**src/rtl/agc_pkg.sv**
```systemverilog
// ============================================================================
// Module      : agc_pkg
// Description : Shared types and constants for the AGC loop controller.
//               Power values are unsigned Q3 dB (LSB = 0.125 dB).
// Revision    : 1.0 - initial release
// ============================================================================
`default_nettype none

package agc_pkg;

  // Loop controller states
  typedef enum logic [2:0] {
    ST_IDLE   = 3'd0,
    ST_WAIT   = 3'd1,
    ST_MEAS   = 3'd2,
    ST_UPDATE = 3'd3,
    ST_SETTLE = 3'd4
  } agc_state_e;

  // Signed error width: 9-bit unsigned power difference plus sign
  localparam int ERR_W   = 10;
  // Fractional bits of the dB scale used by target/hysteresis/estimate
  localparam int DB_FRAC = 3;
  // Widths of the dB-valued ports
  localparam int DB_W    = 9;
  localparam int HYST_W  = 5;
  // Threshold width: hysteresis doubled needs one extra bit
  localparam int THR_W   = HYST_W + 1;

  // Default parameter values
  localparam int DEF_GAIN_W    = 6;
  localparam int DEF_GAIN_INIT = 32;
  localparam int DEF_PERIOD    = 256;
  localparam int DEF_SETTLE    = 128;
  localparam int DEF_MAX_STEP  = 8;
  localparam int DEF_LOCK_CNT  = 4;
  localparam int DEF_TMO       = 16;

  // Largest of three integers, used to size the shared cycle counter
  function automatic int max3(input int a, input int b, input int c);
    int m;
    m = a;
    if (b > m) m = b;
    if (c > m) m = c;
    return m;
  endfunction

endpackage

`default_nettype wire

```
**src/rtl/agc_step_calc.sv**
```systemverilog
// ============================================================================
// Module      : agc_step_calc
// Description : Combinational gain-step computation. Forms the signed power
//               error, its magnitude, the in-window decision against the
//               supplied threshold, and the saturated next gain code.
// Revision    : 1.0 - initial release
// ============================================================================
`default_nettype none

module agc_step_calc
  import agc_pkg::*;
#(
  parameter int GAIN_W   = DEF_GAIN_W,
  parameter int MAX_STEP = DEF_MAX_STEP
) (
  input  logic [DB_W-1:0]   pwr_i,
  input  logic [DB_W-1:0]   target_i,
  input  logic [THR_W-1:0]  thr_i,
  input  logic [GAIN_W-1:0] gain_i,
  output logic [GAIN_W-1:0] gain_o,
  output logic              changed_o,
  output logic              in_window_o
);

  // Arithmetic width wide enough for gain +/- step without wrap
  localparam int SW = ((GAIN_W > ERR_W) ? GAIN_W : ERR_W) + 1;

  logic signed [ERR_W-1:0] err;
  logic        [ERR_W-1:0] mag;
  logic        [ERR_W-1:0] step_raw;
  logic        [ERR_W-1:0] step;
  logic        [SW-1:0]    g_ext;
  logic        [SW-1:0]    s_ext;
  logic        [SW-1:0]    g_max;
  logic        [SW-1:0]    sum;
  logic        [SW-1:0]    next_ext;
  logic                    unused_hi;

  // Error, magnitude, clamped step and rail-saturated next gain
  always_comb begin
    err      = $signed({1'b0, pwr_i}) - $signed({1'b0, target_i});
    mag      = err[ERR_W-1] ? $unsigned(-err) : $unsigned(err);
    step_raw = mag >> 2;

    if (step_raw == '0) begin
      step = ERR_W'(1);
    end else if (step_raw > ERR_W'(MAX_STEP)) begin
      step = ERR_W'(MAX_STEP);
    end else begin
      step = step_raw;
    end

    g_ext    = SW'(gain_i);
    s_ext    = SW'(step);
    g_max    = SW'({GAIN_W{1'b1}});
    sum      = g_ext + s_ext;
    next_ext = g_ext;

    // Power too high lowers the gain, too low raises it
    if (err[ERR_W-1]) begin
      next_ext = (sum > g_max) ? g_max : sum;
    end else if (err != '0) begin
      next_ext = (g_ext >= s_ext) ? (g_ext - s_ext) : '0;
    end
  end

  assign in_window_o = (mag <= ERR_W'(thr_i));
  assign gain_o      = next_ext[GAIN_W-1:0];
  assign changed_o   = (gain_o != gain_i);
  // Upper bits are always zero after saturation to g_max
  assign unused_hi   = |next_ext[SW-1:GAIN_W];

endmodule

`default_nettype wire

```
**src/rtl/agc_ctrl.sv**
```systemverilog
// ============================================================================
// Module      : agc_ctrl
// Description : AGC loop controller. Periodically requests a power estimate,
//               compares it with the programmable target and steps a
//               saturating gain code, with a settling interval after each
//               change and a lock indication after repeated in-window results.
//               Optional build macro AGC_LOCK_FREEZE_EN widens the in-window
//               threshold to twice the hysteresis while locked.
// Revision    : 1.0 - initial release
// ============================================================================
`default_nettype none

module agc_ctrl
  import agc_pkg::*;
#(
  parameter int GAIN_W    = DEF_GAIN_W,
  parameter int GAIN_INIT = DEF_GAIN_INIT,
  parameter int PERIOD    = DEF_PERIOD,
  parameter int SETTLE    = DEF_SETTLE,
  parameter int MAX_STEP  = DEF_MAX_STEP,
  parameter int LOCK_CNT  = DEF_LOCK_CNT,
  parameter int TMO       = DEF_TMO
) (
  input  logic              clk,
  input  logic              reset_n,
  input  logic              agc_en,
  input  logic [DB_W-1:0]   target_dB,
  input  logic [HYST_W-1:0] hyst_dB,
  input  logic [DB_W-1:0]   pwr_est_dB,
  input  logic              pwr_est_end,
  output logic              log_start,
  output logic [GAIN_W-1:0] gain_code,
  output logic              gain_upd,
  output logic              agc_lock,
  output logic              est_tmo
);

  // One counter is shared by WAIT, MEAS and SETTLE
  localparam int CNT_MAX = max3(PERIOD, SETTLE, TMO);
  localparam int CNT_W   = (CNT_MAX > 1) ? $clog2(CNT_MAX) : 1;
  localparam int LCK_W   = $clog2(LOCK_CNT + 1);

  agc_state_e         state_q, state_d;
  logic [CNT_W-1:0]   cnt_q, cnt_d;
  logic [LCK_W-1:0]   lock_cnt_q, lock_cnt_d;
  logic [DB_W-1:0]    pwr_q, pwr_d;
  logic [GAIN_W-1:0]  gain_q, gain_d;
  logic               log_start_q, log_start_d;
  logic               gain_upd_q, gain_upd_d;
  logic               agc_lock_q, agc_lock_d;
  logic               est_tmo_q, est_tmo_d;

  logic [THR_W-1:0]   thr;
  logic [GAIN_W-1:0]  gain_next;
  logic               gain_changed;
  logic               in_window;

  // In-window threshold; optionally widened while locked to stop dithering
  always_comb begin
`ifdef AGC_LOCK_FREEZE_EN
    thr = agc_lock_q ? {hyst_dB, 1'b0} : {1'b0, hyst_dB};
`else
    thr = {1'b0, hyst_dB};
`endif
  end

  agc_step_calc #(
    .GAIN_W   (GAIN_W),
    .MAX_STEP (MAX_STEP)
  ) u_step (
    .pwr_i       (pwr_q),
    .target_i    (target_dB),
    .thr_i       (thr),
    .gain_i      (gain_q),
    .gain_o      (gain_next),
    .changed_o   (gain_changed),
    .in_window_o (in_window)
  );

  // Next-state, counter and output-register logic
  always_comb begin
    state_d     = state_q;
    cnt_d       = cnt_q;
    lock_cnt_d  = lock_cnt_q;
    pwr_d       = pwr_q;
    gain_d      = gain_q;
    log_start_d = 1'b0;
    gain_upd_d  = 1'b0;
    agc_lock_d  = agc_lock_q;
    est_tmo_d   = est_tmo_q;

    if (!agc_en) begin
      // Disable abandons any measurement in flight; gain is held
      state_d    = ST_IDLE;
      cnt_d      = '0;
      lock_cnt_d = '0;
      agc_lock_d = 1'b0;
      est_tmo_d  = 1'b0;
    end else begin
      // Lock follows the saturated lock counter by one cycle
      if (lock_cnt_q == LCK_W'(LOCK_CNT)) begin
        agc_lock_d = 1'b1;
      end

      case (state_q)
        ST_IDLE: begin
          state_d = ST_WAIT;
          cnt_d   = '0;
        end

        ST_WAIT: begin
          if (cnt_q == CNT_W'(PERIOD - 1)) begin
            log_start_d = 1'b1;
            state_d     = ST_MEAS;
            cnt_d       = '0;
          end else begin
            cnt_d = cnt_q + CNT_W'(1);
          end
        end

        ST_MEAS: begin
          if (pwr_est_end) begin
            pwr_d   = pwr_est_dB;
            state_d = ST_UPDATE;
            cnt_d   = '0;
          end else if (cnt_q == CNT_W'(TMO - 1)) begin
            est_tmo_d = 1'b1;
            state_d   = ST_WAIT;
            cnt_d     = '0;
          end else begin
            cnt_d = cnt_q + CNT_W'(1);
          end
        end

        ST_UPDATE: begin
          cnt_d = '0;
          if (in_window) begin
            if (lock_cnt_q != LCK_W'(LOCK_CNT)) begin
              lock_cnt_d = lock_cnt_q + LCK_W'(1);
            end
            state_d = ST_WAIT;
          end else begin
            lock_cnt_d = '0;
            agc_lock_d = 1'b0;
            gain_d     = gain_next;
            if (gain_changed) begin
              gain_upd_d = 1'b1;
              state_d    = ST_SETTLE;
            end else begin
              // Already on a rail: skip settling
              state_d = ST_WAIT;
            end
          end
        end

        ST_SETTLE: begin
          if (cnt_q == CNT_W'(SETTLE - 1)) begin
            state_d = ST_WAIT;
            cnt_d   = '0;
          end else begin
            cnt_d = cnt_q + CNT_W'(1);
          end
        end

        default: begin
          state_d = ST_IDLE;
          cnt_d   = '0;
        end
      endcase
    end
  end

  // State and output registers
  always_ff @(posedge clk or negedge reset_n) begin
    if (!reset_n) begin
      state_q     <= ST_IDLE;
      cnt_q       <= '0;
      lock_cnt_q  <= '0;
      pwr_q       <= '0;
      gain_q      <= GAIN_W'(GAIN_INIT);
      log_start_q <= 1'b0;
      gain_upd_q  <= 1'b0;
      agc_lock_q  <= 1'b0;
      est_tmo_q   <= 1'b0;
    end else begin
      state_q     <= state_d;
      cnt_q       <= cnt_d;
      lock_cnt_q  <= lock_cnt_d;
      pwr_q       <= pwr_d;
      gain_q      <= gain_d;
      log_start_q <= log_start_d;
      gain_upd_q  <= gain_upd_d;
      agc_lock_q  <= agc_lock_d;
      est_tmo_q   <= est_tmo_d;
    end
  end

  assign log_start = log_start_q;
  assign gain_code = gain_q;
  assign gain_upd  = gain_upd_q;
  assign agc_lock  = agc_lock_q;
  assign est_tmo   = est_tmo_q;

endmodule

`default_nettype wire
```
**config.mk**
```make
export PLATFORM = sky130hd
export DESIGN_NAME = agc_ctrl
export DESIGN_NICKNAME = d
export VERILOG_FILES = /design/src/rtl/agc_pkg.sv /design/src/rtl/agc_step_calc.sv /design/src/rtl/agc_ctrl.sv
export SDC_FILE = /design/constraint.sdc
export NUM_CORES = 1
export LEC_CHECK = 0
export BUFFER_PORTS_ARGS = -buffer_cell sky130_fd_sc_hd__buf_2
export CAP_MARGIN = 20
export CORE_MARGIN = 2
export CORE_UTILIZATION = 55
export DETAILED_ROUTE_END_ITERATION = 16
export PLACE_DENSITY_LB_ADDON = 0.12
export REMOVE_ABC_BUFFERS = 1
export SKIP_LAST_GASP = 1
export SLEW_MARGIN = 0
export SYNTH_ARGS = -nofsm -noshare
export SYNTH_HDL_FRONTEND = slang
export SYNTH_SLANG_ARGS = --single-unit
```
**constraint.sdc**
```tcl
create_clock -name clk -period 5.3 [get_ports clk]
set_input_delay 0.795 -clock clk [delete_from_list [all_inputs] [get_ports clk]]
set_output_delay 0.795 -clock clk [all_outputs]
set_load 0.02 [all_outputs]
```
==> impl_results.md <==
* DRC violation count after routing at 0
* Net total in the final layout at 520
* Average vias per placed instance at 5.78
* Critical Path, Cell by Cell: buf_2 > ha_1 > fa_2 > nand2b_4 > or3_4 > o22ai_2 > a211o_2 > nand4_1 > o211ai_1 > nand4_4 > nor2_4 > ha_4 > inv_1 > fa_1 > a211o_1 > o2111ai_2 > and3b_1 > a31oi_1 > mux2i_1 > xnor2_1 > nor4_2 > o221a_2 > o221a_1
* Startpoint class of the critical path: input pin
* WP buf/inv at 2
* Signed area change from the synthesized netlist to the final layout at 18.1%
* Total via count in the routed design at 3094
* Largest net degree at the start of global routing at 34
* Total wirelength of the detailed-routed design at 7690 um
* Total GRT Usage at 23.5%
* Clock latency on the worst-skew pair at 290 ps
* Crit path max-delay family: compound AO/OA/AOI/OAI gates
* Buffer cell driving the clock tree root: clkbuf_8
* Static leakage at 1.90 nW
* Min-Delay Path Class: reg -> reg
* Yosys top cell by area: dfrtp_1
* Placeable Area at 0.00589 mm^2
* Number of setup violations in the final report at 0
* Worst-Margin Slew at 772 ps
* Syn. warnings at 0
* Fin crit share at 96.8%
* Top Ports at 37
* Detailed-router iteration count before antenna repair at 6
* Cell types with the highest counts after synthesis: 44 x nor2_1, 36 x inv_1, 32 x dfrtp_1
* Max FO, Critical Path at 5
* Height of the chip at 82.0 um
* Drt wl/cell at 14.4 um
* Shortest period the worst path allows at 5130 ps
* Tightest slew margin relative to the limit at 48.5%
* Detailed placement HPWL at 5780 um
* Effective utilization at floorplan at 56.9%
* Antenna viol nets, final at 0
* Die area at 0.00673 mm^2
* Clock transition at the registers of the reported paths at 80 ps
* DR iter-0 viols at 169
* Leading cell type by number of instances after synthesis: nor2_1
* Total power of the final layout at 2.85 mW
* Highest ir drop seen on vdd at 0.000457 V
* Setup WS pre-CTS at -185 ps
* Power density relative to cell area at 720 mW/mm^2
* Cell count after synthesis at 395
* Number of hold-slack violations in the final timing report at 0
* Num rows at 28
* Number of H-tree levels at 2
* Total count of max-transition violations in the final report at 0
* Vias in the first global route at 2919
* Top cell type's share of synthesized area at 23.9%
* Clock Skews at 12.7 ps
* Average instance area after synthesis at 8.47 um^2
* Share of the core filled with cells in the final layout at 67.2%
* Number of sinks handled by clock tree synthesis at 33
* Run status: completed
* Maximum buffer depth of the clock tree at 2
* Cts bufs inserted at 5
* Portion of the post-synthesis area used by sequential elements at 24.7%
* Post-synth cell types at 80
* Max Freq at 195 MHz
* Congestion Overflow GR at 0
* Data required time of the worst path at 5540 ps
* Nature of the critical path endpoint: register
* Total standard cell area after synthesis at 0.00335 mm^2
* Register bit count reported by yosys at 33
* Number of max-cap violations at 0
* Width of the chip at 82.0 um
* CP arrival at 5370 ps
* Count of flip-flops with a built-in enable after synthesis at 0
* TritonCTS clock tree: yes
* Share of cells above drive strength 1 at 27.0%
* Worst Slack Setup Final at 172 ps
* Share of async-settable or async-resettable flops after synthesis at 100%
* Antenna violations before repair at 0
* Weighted congestion reported at the end of routability-driven placement at 0.933
* Most used flip-flop cell after synthesis: dfrtp_1
* Largest stage delay, worst path at 390 ps
* Type of the setup path with the least slack: in -> reg
* Leading cell types by total area after synthesis: dfrtp_1 24%, ha_1 12%, nor2_1 4.9%, inv_1 4.0%, a21oi_1 3.1%
* IO Port Bufs at 36
* Global-route wire length before repair at 12400 um
* Number of antenna repair diodes at 0
* Slowest-stage cell, CP: fa_1
state kept, by name, indices dropped and copies added, names as in the netlist:
name and flops:
pwr_q 9, est_tmo 1, cnt_q 8, state_q 3, lock_cnt_q 3, gain_upd 1, gain_code 6, agc_lock 1
log_start 1
final cells by class:
class,count,area (um^2)
multi-input cells,315,2390
fillers,521,1930
clock buffers,6,72.6
flip-flops and latches,33,827
repair buffers,68,420
clock inverters,2,10.0
well taps,75,93.8
inverters,36,135
layer usage:
metal	global-route usage (%)	vias up	wire length, um
met2	42.1	100	3870
met3	4.62	16	352
li1	-	1539	-
met5	0	-	0
met1	28.2	1439	3340
met4	7.33	0	131
where the power goes:
group / switching (mW) / internal [mW] / total, mW
sequential: 0.0787 / 0.316 / 0.394
combinational: 1.23 / 1.03 / 2.26
clock: 0.0992 / 0.0911 / 0.190
layout by cell type, fill, tap and decap left out, types with 6 or more instances in the layout:
master	instances
nand2_1	22
nor2_1	41
buf_4	32
nor3_1	11
a31oi_1	6
nand2b_1	9
inv_1	36
xnor2_1	11
and3_1	7
nand3_1	8
a21oi_1	20
mux2_2	9
xor2_1	10
ha_1	30
o211ai_1	6
buf_2	36
o21ai_0	13
dfrtp_1	32
worst reg2reg max path: stages (launching register included):
cell       delay [ps]
dfrtp_1           350
inv_1              40
ha_1              200
fa_2              340
nand2b_4          160
or3_4             370
o22ai_2           110
a211o_2           180
nand4_1           100
o211ai_1          290
nand4_4           190
nor2_4            160
ha_4              140
inv_1              40
fa_1              390
a211o_1           340
o2111ai_2         100
and3b_1           200
a31oi_1            50
mux2i_1           230
xnor2_1           140
nor4_2            300
o221a_2           260
o221a_1           170
cell families (layout without fill, tap and decap cells):
group	count (synthesis)	after routing	share of synthesized area (%)
compound gates	101	101	23.1
xor+xnor	22	22	5.98
fa+ha+maj	34	34	13.4
buf+inv	50	112	6.36
flops	33	33	24.7
mux	15	15	4.86
other cells	2	5	0.224
simple gates	138	138	21.4
metrics by stage:
stage / setup TNS [ps] / std cells / hold slack [ps] / area (um^2)
6_report: 0 / 535 / 483 / 3950
3_5_place_dp: -453 / 524 / 468 / 3770
2_1_floorplan: 0 / 384 / 432 / 3280
3_3_place_gp: -66.5 / 524 / 452 / 3770
5_1_grt: -40.4 / 535 / 513 / 3950
4_1_cts: 0 / 532 / 477 / 3850
repair_timing:
action / 4_1_cts / 5_1_grt
gates resized for setup: 0 / 18
endpoints found under the setup margin: 0 / 3
setup buffers: 0 / 3
hold buffers: 0 / 0
final timing paths:
check,cells past startpoint,slack (ps),to,from
setup reg to reg,23,410,state_q[0],pwr_q[0]
hold / removal,1,480,cnt_q[0],cnt_q[0]
min in group asynchronous,1,570,gain_code[3],reset_n
setup / recovery,23,170,state_q[0],target_dB[0]
max in group asynchronous,1,4220,pwr_q[3],reset_n
hold reg to reg,1,480,cnt_q[0],cnt_q[0]
Note: power is estimated with default switching activity, not from simulation.
